### config.mk
export PLATFORM = sky130hd
export DESIGN_NAME = pipelined_csel_adder_flat
export DESIGN_NICKNAME = d
export VERILOG_FILES = /design/src/rtl/csel_adder_pkg.sv /design/src/rtl/pipelined_csel_adder_if.sv /design/src/rtl/csel_segment.sv /design/src/rtl/pipelined_csel_adder.sv /design/src/flat_wrapper.sv
export SDC_FILE = /design/constraint.sdc
export NUM_CORES = 1
export LEC_CHECK = 0
export ABC_AREA = 0
export ABC_CLOCK_PERIOD_IN_PS = 3250
export CAP_MARGIN = 0
export CORE_MARGIN = 2
export CORE_UTILIZATION = 56
export DETAILED_ROUTE_END_ITERATION = 16
export HOLD_SLACK_MARGIN = 0.03
export MAX_ROUTING_LAYER = met4
export PLACE_DENSITY = 0.8
export SYNTH_ARGS = -nofsm -noshare
export SYNTH_HDL_FRONTEND = slang
export SYNTH_HIERARCHICAL = 1
export SYNTH_SLANG_ARGS = --single-unit
### constraint.sdc
create_clock -name clk -period 3.25 [get_ports clk]
set_input_delay 0.65 -clock clk [delete_from_list [all_inputs] [get_ports clk]]
set_output_delay 0.65 -clock clk [all_outputs]
set_load 0.005 [all_outputs]
### src/rtl/csel_adder_pkg.sv
// csel_adder_pkg: mode encodings and stage-count helper shared by the carry-select adder files
package csel_adder_pkg;
    localparam logic MODE_ADD = 1'b0;
    localparam logic MODE_SUB = 1'b1;
    function automatic int csel_nseg(input int width, input int seg);
        return width / seg;
    endfunction
endpackage

### src/rtl/pipelined_csel_adder_if.sv
// pipelined_csel_adder_if: operand/result handshake bundle
//   in_valid/in_ready/a/b/cin/mode : operand issue channel
//   out_valid/out_ready/sum/cout/ovf : result channel
//   master = operand issuer and result consumer, slave = the adder
interface pipelined_csel_adder_if #(
    parameter int WIDTH = 32
);
    logic in_valid, in_ready, cin, mode;
    logic out_valid, out_ready, cout, ovf;
    logic [WIDTH-1:0] a, b, sum;
    modport master (
        output in_valid, a, b, cin, mode, out_ready,
        input  in_ready, out_valid, sum, cout, ovf
    );
    modport slave (
        input  in_valid, a, b, cin, mode, out_ready,
        output in_ready, out_valid, sum, cout, ovf
    );
endinterface

### src/rtl/csel_segment.sv
// csel_segment: combinational SEG-bit carry-select cell
//   a_seg, b_seg : operand segments (b already mode-adjusted)
//   sel_cin      : carry into the segment, selects the carry-0 or carry-1 result
//   seg_sum      : selected segment sum
//   seg_cout     : carry out of the segment
//   msb_cin      : carry into the segment MSB, used for signed overflow
module csel_segment #(
    parameter int SEG = 8
) (
    input  logic [SEG-1:0] a_seg,
    input  logic [SEG-1:0] b_seg,
    input  logic           sel_cin,
    output logic [SEG-1:0] seg_sum,
    output logic           seg_cout,
    output logic           msb_cin
);
    logic [SEG:0] c0, c1;
    logic [SEG-1:0] p;
    assign p = a_seg ^ b_seg;
    assign c0[0] = 1'b0;
    assign c1[0] = 1'b1;
    for (genvar k = 0; k < SEG; k++) begin : g_bit
        assign c0[k+1] = (a_seg[k] & b_seg[k]) | (c0[k] & p[k]);
        assign c1[k+1] = (a_seg[k] & b_seg[k]) | (c1[k] & p[k]);
    end
    assign seg_sum  = sel_cin ? p ^ c1[SEG-1:0] : p ^ c0[SEG-1:0];
    assign seg_cout = sel_cin ? c1[SEG] : c0[SEG];
    assign msb_cin  = sel_cin ? c1[SEG-1] : c0[SEG-1];
endmodule

### src/rtl/pipelined_csel_adder.sv
// pipelined_csel_adder: pipelined carry-select adder/subtractor, one SEG-bit segment resolved per stage
//   clk   : rising-edge clock
//   rst_n : asynchronous active-low reset
//   bus   : slave side of pipelined_csel_adder_if (operands in, sum/cout/ovf out, valid/ready both ways)
module pipelined_csel_adder
    import csel_adder_pkg::*;
#(
    parameter int WIDTH = 32,
    parameter int SEG   = 8
) (
    input logic clk,
    input logic rst_n,
    pipelined_csel_adder_if.slave bus
);
    localparam int NSEG = csel_nseg(WIDTH, SEG);
    if (SEG < 1 || WIDTH < SEG || WIDTH % SEG != 0) begin : g_bad_params
        $error("pipelined_csel_adder: WIDTH must be a positive multiple of SEG");
    end
    logic adv, out_v, cin_eff;
    logic [WIDTH-1:0] b_eff;
    // the whole pipe moves together; it only freezes when a finished result is refused
    assign adv = !out_v || bus.out_ready;
    assign bus.in_ready = adv;
    assign b_eff = bus.mode == MODE_SUB ? ~bus.b : bus.b;
    assign cin_eff = bus.mode == MODE_SUB ? ~bus.cin : bus.cin;
    for (genvar i = 0; i < NSEG; i++) begin : g_stage
        localparam int IW = WIDTH - i * SEG;
        localparam int SW = (i + 1) * SEG;
        logic v, v_d, ld, c, sc, co, mc;
        logic [IW-1:0] a_in, b_in;
        logic [SW-1:0] s_q, s_d;
        logic [SEG-1:0] ss;
        if (i == 0) begin : g_head
            // operand registers only load on a real transfer so idle inputs never enter the pipe
            assign v_d  = bus.in_valid;
            assign ld   = bus.in_valid;
            assign a_in = bus.a;
            assign b_in = b_eff;
            assign sc   = cin_eff;
            assign s_d  = ss;
        end else begin : g_body
            assign v_d  = g_stage[i-1].v;
            assign ld   = 1'b1;
            assign a_in = g_stage[i-1].g_fwd.a_q;
            assign b_in = g_stage[i-1].g_fwd.b_q;
            assign sc   = g_stage[i-1].c;
            assign s_d  = {ss, g_stage[i-1].s_q};
        end
        csel_segment #(.SEG(SEG)) u_seg (
            .a_seg   (a_in[SEG-1:0]),
            .b_seg   (b_in[SEG-1:0]),
            .sel_cin (sc),
            .seg_sum (ss),
            .seg_cout(co),
            .msb_cin (mc)
        );
        always_ff @(posedge clk or negedge rst_n) begin
            if (!rst_n) begin
                v   <= 1'b0;
                c   <= 1'b0;
                s_q <= '0;
            end else if (adv) begin
                v <= v_d;
                if (ld) begin
                    c   <= co;
                    s_q <= s_d;
                end
            end
        end
        // unresolved upper operand segments travel down the pipe, shrinking by one segment per stage
        if (IW > SEG) begin : g_fwd
            logic [IW-SEG-1:0] a_q, b_q;
            always_ff @(posedge clk or negedge rst_n) begin
                if (!rst_n) begin
                    a_q <= '0;
                    b_q <= '0;
                end else if (adv && ld) begin
                    a_q <= a_in[IW-1:SEG];
                    b_q <= b_in[IW-1:SEG];
                end
            end
        end
        if (i == NSEG - 1) begin : g_last
            logic o;
            // signed overflow: carry into the MSB differs from carry out of it
            always_ff @(posedge clk or negedge rst_n) begin
                if (!rst_n) o <= 1'b0;
                else if (adv && ld) o <= mc ^ co;
            end
        end else begin : g_mid
            logic unused_mc;
            assign unused_mc = mc;
        end
    end
    assign out_v         = g_stage[NSEG-1].v;
    assign bus.out_valid = out_v;
    assign bus.sum       = g_stage[NSEG-1].s_q;
    assign bus.cout      = g_stage[NSEG-1].c;
    assign bus.ovf       = g_stage[NSEG-1].g_last.o;
endmodule
### src/flat_wrapper.sv
// flat-port wrapper written by rule: the top's interface ports become plain ports
module pipelined_csel_adder_flat import csel_adder_pkg::*;
#(
    parameter int WIDTH = 32,
    parameter int SEG   = 8
)
  (clk, rst_n, bus_in_valid, bus_a, bus_b, bus_cin, bus_mode, bus_out_ready, bus_in_ready, bus_out_valid, bus_sum, bus_cout, bus_ovf);
  pipelined_csel_adder_if #(.WIDTH(WIDTH)) bus_i ();
  input logic clk;
  input logic rst_n;
  input wire logic [$bits(bus_i.in_valid)-1:0] bus_in_valid;
  input wire logic [$bits(bus_i.a)-1:0] bus_a;
  input wire logic [$bits(bus_i.b)-1:0] bus_b;
  input wire logic [$bits(bus_i.cin)-1:0] bus_cin;
  input wire logic [$bits(bus_i.mode)-1:0] bus_mode;
  input wire logic [$bits(bus_i.out_ready)-1:0] bus_out_ready;
  output wire logic [$bits(bus_i.in_ready)-1:0] bus_in_ready;
  output wire logic [$bits(bus_i.out_valid)-1:0] bus_out_valid;
  output wire logic [$bits(bus_i.sum)-1:0] bus_sum;
  output wire logic [$bits(bus_i.cout)-1:0] bus_cout;
  output wire logic [$bits(bus_i.ovf)-1:0] bus_ovf;
  assign bus_i.in_valid = bus_in_valid;
  assign bus_i.a = bus_a;
  assign bus_i.b = bus_b;
  assign bus_i.cin = bus_cin;
  assign bus_i.mode = bus_mode;
  assign bus_i.out_ready = bus_out_ready;
  assign bus_in_ready = bus_i.in_ready;
  assign bus_out_valid = bus_i.out_valid;
  assign bus_sum = bus_i.sum;
  assign bus_cout = bus_i.cout;
  assign bus_ovf = bus_i.ovf;
  pipelined_csel_adder #(.WIDTH(WIDTH), .SEG(SEG)) u_core (.clk(clk), .rst_n(rst_n), .bus(bus_i));
endmodule
==> metrics.md, run 1 <==
| Metric | Value |
|---|---|
| Worst path slowest cell | `clkdlybuf4s50_1` |
| Crit path largest cell delay | `slightly below 0.5 ns` |
| Min-delay worst type | `in2async` |
| Gate Count Post-Synth | `between 600 and 700` |
| DRC violation count after routing | `0` |
| Synth unique cells | `48` |
| Syn Area/Cell | `13.6 sq um` |
| Critical Path Start Type | `input pin` |
| Fmax | `between 300 and 400 MHz` |
| Routed WL | `16.6 mm` |
| Overall Power | `roughly 11,000 uW` |
| DR pass1 iterations | `6` |
| Setup TNS | `0 ns` |
| CTS H-tree depth | `4` |
| First-pass GRT wire length | `around 27 mm` |
| Worst r2r dst | `u_core/g_stage[2].s_q[23]` |
| CTS root buf | `clkbuf_16` |
| Die Y | `130 um` |
| Routed Antenna Nets | `0` |
| CTS tree | `built` |
| Vias post-DR | `around 5,400` |
| Reg-to-reg slack, setup | `around 0.76 ns` |
| Layout fillers | `1,088` |
| Yosys top cell area share | `0.524` |
| IO Count | `~110` |
| TritonCTS buffer count | `17` |
| Fin crit share | `0.869` |
| Slew Limit Fails | `0` |
| Die Area | `0.0168 sq mm` |
| GRT overflow | `0` |
| Die W | `between 100 and 150 um` |
| Vias per cell | `5.50` |
| Reg2reg path depth | `7` |
| Fin util | `0.695` |
| Layout cell share with drive strength beyond 1 | `0.292` |
| Top-count cell post-synth | `dfrtp_1` |
| DP Area | `0.0100 sq mm` |
| Fin crit period | `2.83 ns` |
| Asr flop ratio synth | `1.00` |
| Iter 0 DRT Violations | `between 200 and 300` |
| Post-Synthesis Net Count | `between 700 and 800` |
| Antenna violations before repair | `0` |
| Port bufs | `approximately 110` |
| Gpl congestion | `0.914` |
| Req. time, crit path | `between 3 and 4 ns` |
| Critical path, cell by cell | `clkdlybuf4s50_1 > xor2_1 > ha_1 > and3_1 > and3_4 > o311ai_0 > nand2b_1 > fa_1 > mux2_2` |
| Max Root-Sink Buffers | `2` |
| Rel. slew slack | `0.567` |
| Top cells by area, synth | `dfrtp_1, mux2_2, mux2_4` |
| Postcts setup bufs | `0` |
| Resized cells post-CTS | `0` |
| Leakage power | `between 0.004 and 0.005 uW` |
| Clk_lat worst skew | `around 0.42 ns` |
| Commonest cells in the netlist | `dfrtp_1, mux2_2, a21oi_1` |
| Worst setup EP type | `flop` |
| Fin Clk Skew | `approximately 0.0072 ns` |
| Post-DP HPWL | `~11 mm` |
| Synthesized area | `about 0.0088 sq mm` |
| Clk pin slew, worst setup/hold paths | `around 0.060 ns` |
| MaxCap Viol Count | `0` |
| Hold buffer count at CTS | `0` |
| Status | `finished, final reports clean` |
| Register area share after synthesis | `0.524` |
| Core Region | `0.0153 sq mm` |
| Initial Utilization | `0.577` |
| # rows | `45` |
| Synth area leader | `dfrtp_1` |
| Yosys warns | `6` |
| VDD IR-drop max | `~0.52 mV` |
| Design Area, Final | `between 0.01 and 0.015 sq mm` |
| Register bit total from synthesis | `roughly 190` |
| Largest net degree at the start of global routing | `about 120` |
| GRT Overall Usage | `0.215` |
| CP Max Fanout | `5` |
| Pin slew with the least headroom to its limit | `between 0.6 and 0.7 ns` |
| Layout net count | `approximately 860` |
| Crit path DAT | `3.13 ns` |
| RSZ-0062 raised after global routing | `false` |
| Post-synth EDFFs | `0` |
| Top FF cell, synth | `dfrtp_1` |
| PD cells | `just over 1000 mW/mm^2` |
| WS Path Type | `in2reg` |
| Number of global-route vias before repair | `between 5,000 and 6,000` |
| Worst hold margin | `0.178 ns` |
| Clock sinks | `roughly 190` |
| Final setup viols | `0` |
| Area delta synth->final | `20.4%` |
| DR WL/cell | `between 15 and 20 um` |
| RR Startpoint | `u_core/g_stage[1].g_fwd.a_q[2]` |
| Final Hold Fails | `0` |
| Number of diodes | `0` |
==> power by group <==
group / total (uW) / switching, uW / internal, uW / leakage [uW]
Sequential: 4010 / 619 / 3390 / 0.00212
Combinational: 4660 / 1920 / 2740 / 0.00215
Clock: 2100 / 865 / 1240 / 0.000294
Total: 10800 / 3400 / 7370 / 0.00456
==> layer usage <==
| metal | global-route usage | up-vias | part of all wire |
|---|---|---|---|
| met3 | 0.0471 | 27 | 0.039 |
| met4 | 0.0626 | 0 | 0.015 |
| li1 | - | 2525 | - |
| met5 | - | - | 0 |
| met1 | 0.269 | 2707 | 0.45 |
| met2 | 0.355 | 125 | 0.50 |
==> area by class of cell <==
cell class / instances / area (sq um) / area share
sequential: 185 / 4630 / 0.435
multi-input combinational: 427 / 3960 / 0.372
timing repair buffer: 115 / 1150 / 0.108
clock buffer: 19 / 443 / 0.0416
tap: 211 / 264 / 0.0248
clock inverter: 13 / 168 / 0.0158
inverter: 9 / 33.8 / 0.00317
==> worst max path at each step <==
stage	start	end	cells past startpoint
2_1_floorplan	bus_mode	u_core/g_stage[0].s_q[7]	10
3_3_place_gp	bus_b[1]	u_core/g_stage[0].s_q[7]	9
3_5_place_dp	bus_b[3]	u_core/g_stage[0].s_q[7]	9
4_1_cts	bus_b[3]	u_core/g_stage[0].s_q[7]	9
5_1_grt	bus_b[3]	u_core/g_stage[0].s_q[7]	9
6_report	bus_b[3]	u_core/g_stage[0].s_q[7]	9
==> registers in the layout, indices dropped and copies added, names as in the netlist <==
register                  count
u_core/g_stage.v              3
u_core/g_stage.s_q           48
u_core/bus.sum               32
u_core/bus.ovf                1
u_core/g_stage.g_fwd.a_q     48
u_core/g_stage.g_fwd.b_q     48
u_core/g_stage.c              3
u_core/bus.cout               1
u_core/bus.out_valid          1
==> placed cells by master (no fill, tap or decap), drive strengths merged, types with 4 or more instances in the layout <==
| cell | count |
|---|---|
| a211oi | 4 |
| a21o | 6 |
| a21oi | 60 |
| a31o | 4 |
| and3 | 4 |
| buf | 12 |
| clkbuf | 19 |
| clkdlybuf4s50 | 103 |
| clkinv | 5 |
| dfrtp | 185 |
| fa | 4 |
| ha | 32 |
| inv | 12 |
| mux2 | 159 |
| nand2 | 16 |
| nand2b | 10 |
| nand4 | 4 |
| nor2 | 14 |
| nor2b | 6 |
| nor3 | 9 |
| nor4b | 4 |
| o21ai | 8 |
| or2 | 5 |
| or3 | 4 |
| xnor2 | 33 |
| xor2 | 17 |
==> stage by stage <==
step | std cells | setup WS (ns)
2_1_floorplan | 652 | 0.214
5_1_grt | 979 | 0.250
4_1_cts | 979 | 0.410
3_3_place_gp | 947 | 0.0762
3_5_place_dp | 947 | -0.00663
6_report | 979 | 0.424
==> critical path: cells and delay by family <==
family                   cells  cell delay, ns
AND/OR/NAND/NOR              3            0.47
multiplexers                 1            0.27
adder cells (fa/ha/maj)      2            0.72
buffers and inverters        1            0.49
XOR/XNOR                     1            0.18
AO/OA/AOI/OAI                1            0.34
==> cell families after synthesis <==
kind of cell / share of synthesized area
AOI/OAI and AO/OA: 0.0638
DFF: 0.524
adders and majority gates: 0.0543
muxes: 0.219
xor gates and xnor gates: 0.0495
and+or+nand+nor: 0.0607
buffers and inverters: 0.0289
Note: power is estimated with default switching activity, not from simulation.
==> inputs of run 2 (changes only) <==
--- a/config.mk
+++ b/config.mk
@@ -14,6 +14,7 @@
 export HOLD_SLACK_MARGIN = 0.03
 export MAX_ROUTING_LAYER = met4
 export PLACE_DENSITY = 0.8
+export SLEW_MARGIN = 10
 export SYNTH_ARGS = -nofsm -noshare
 export SYNTH_HDL_FRONTEND = slang
 export SYNTH_HIERARCHICAL = 1
==> results of run 2 <==
Same layout as run 1: the final DEF is identical, and so are final timing and power.
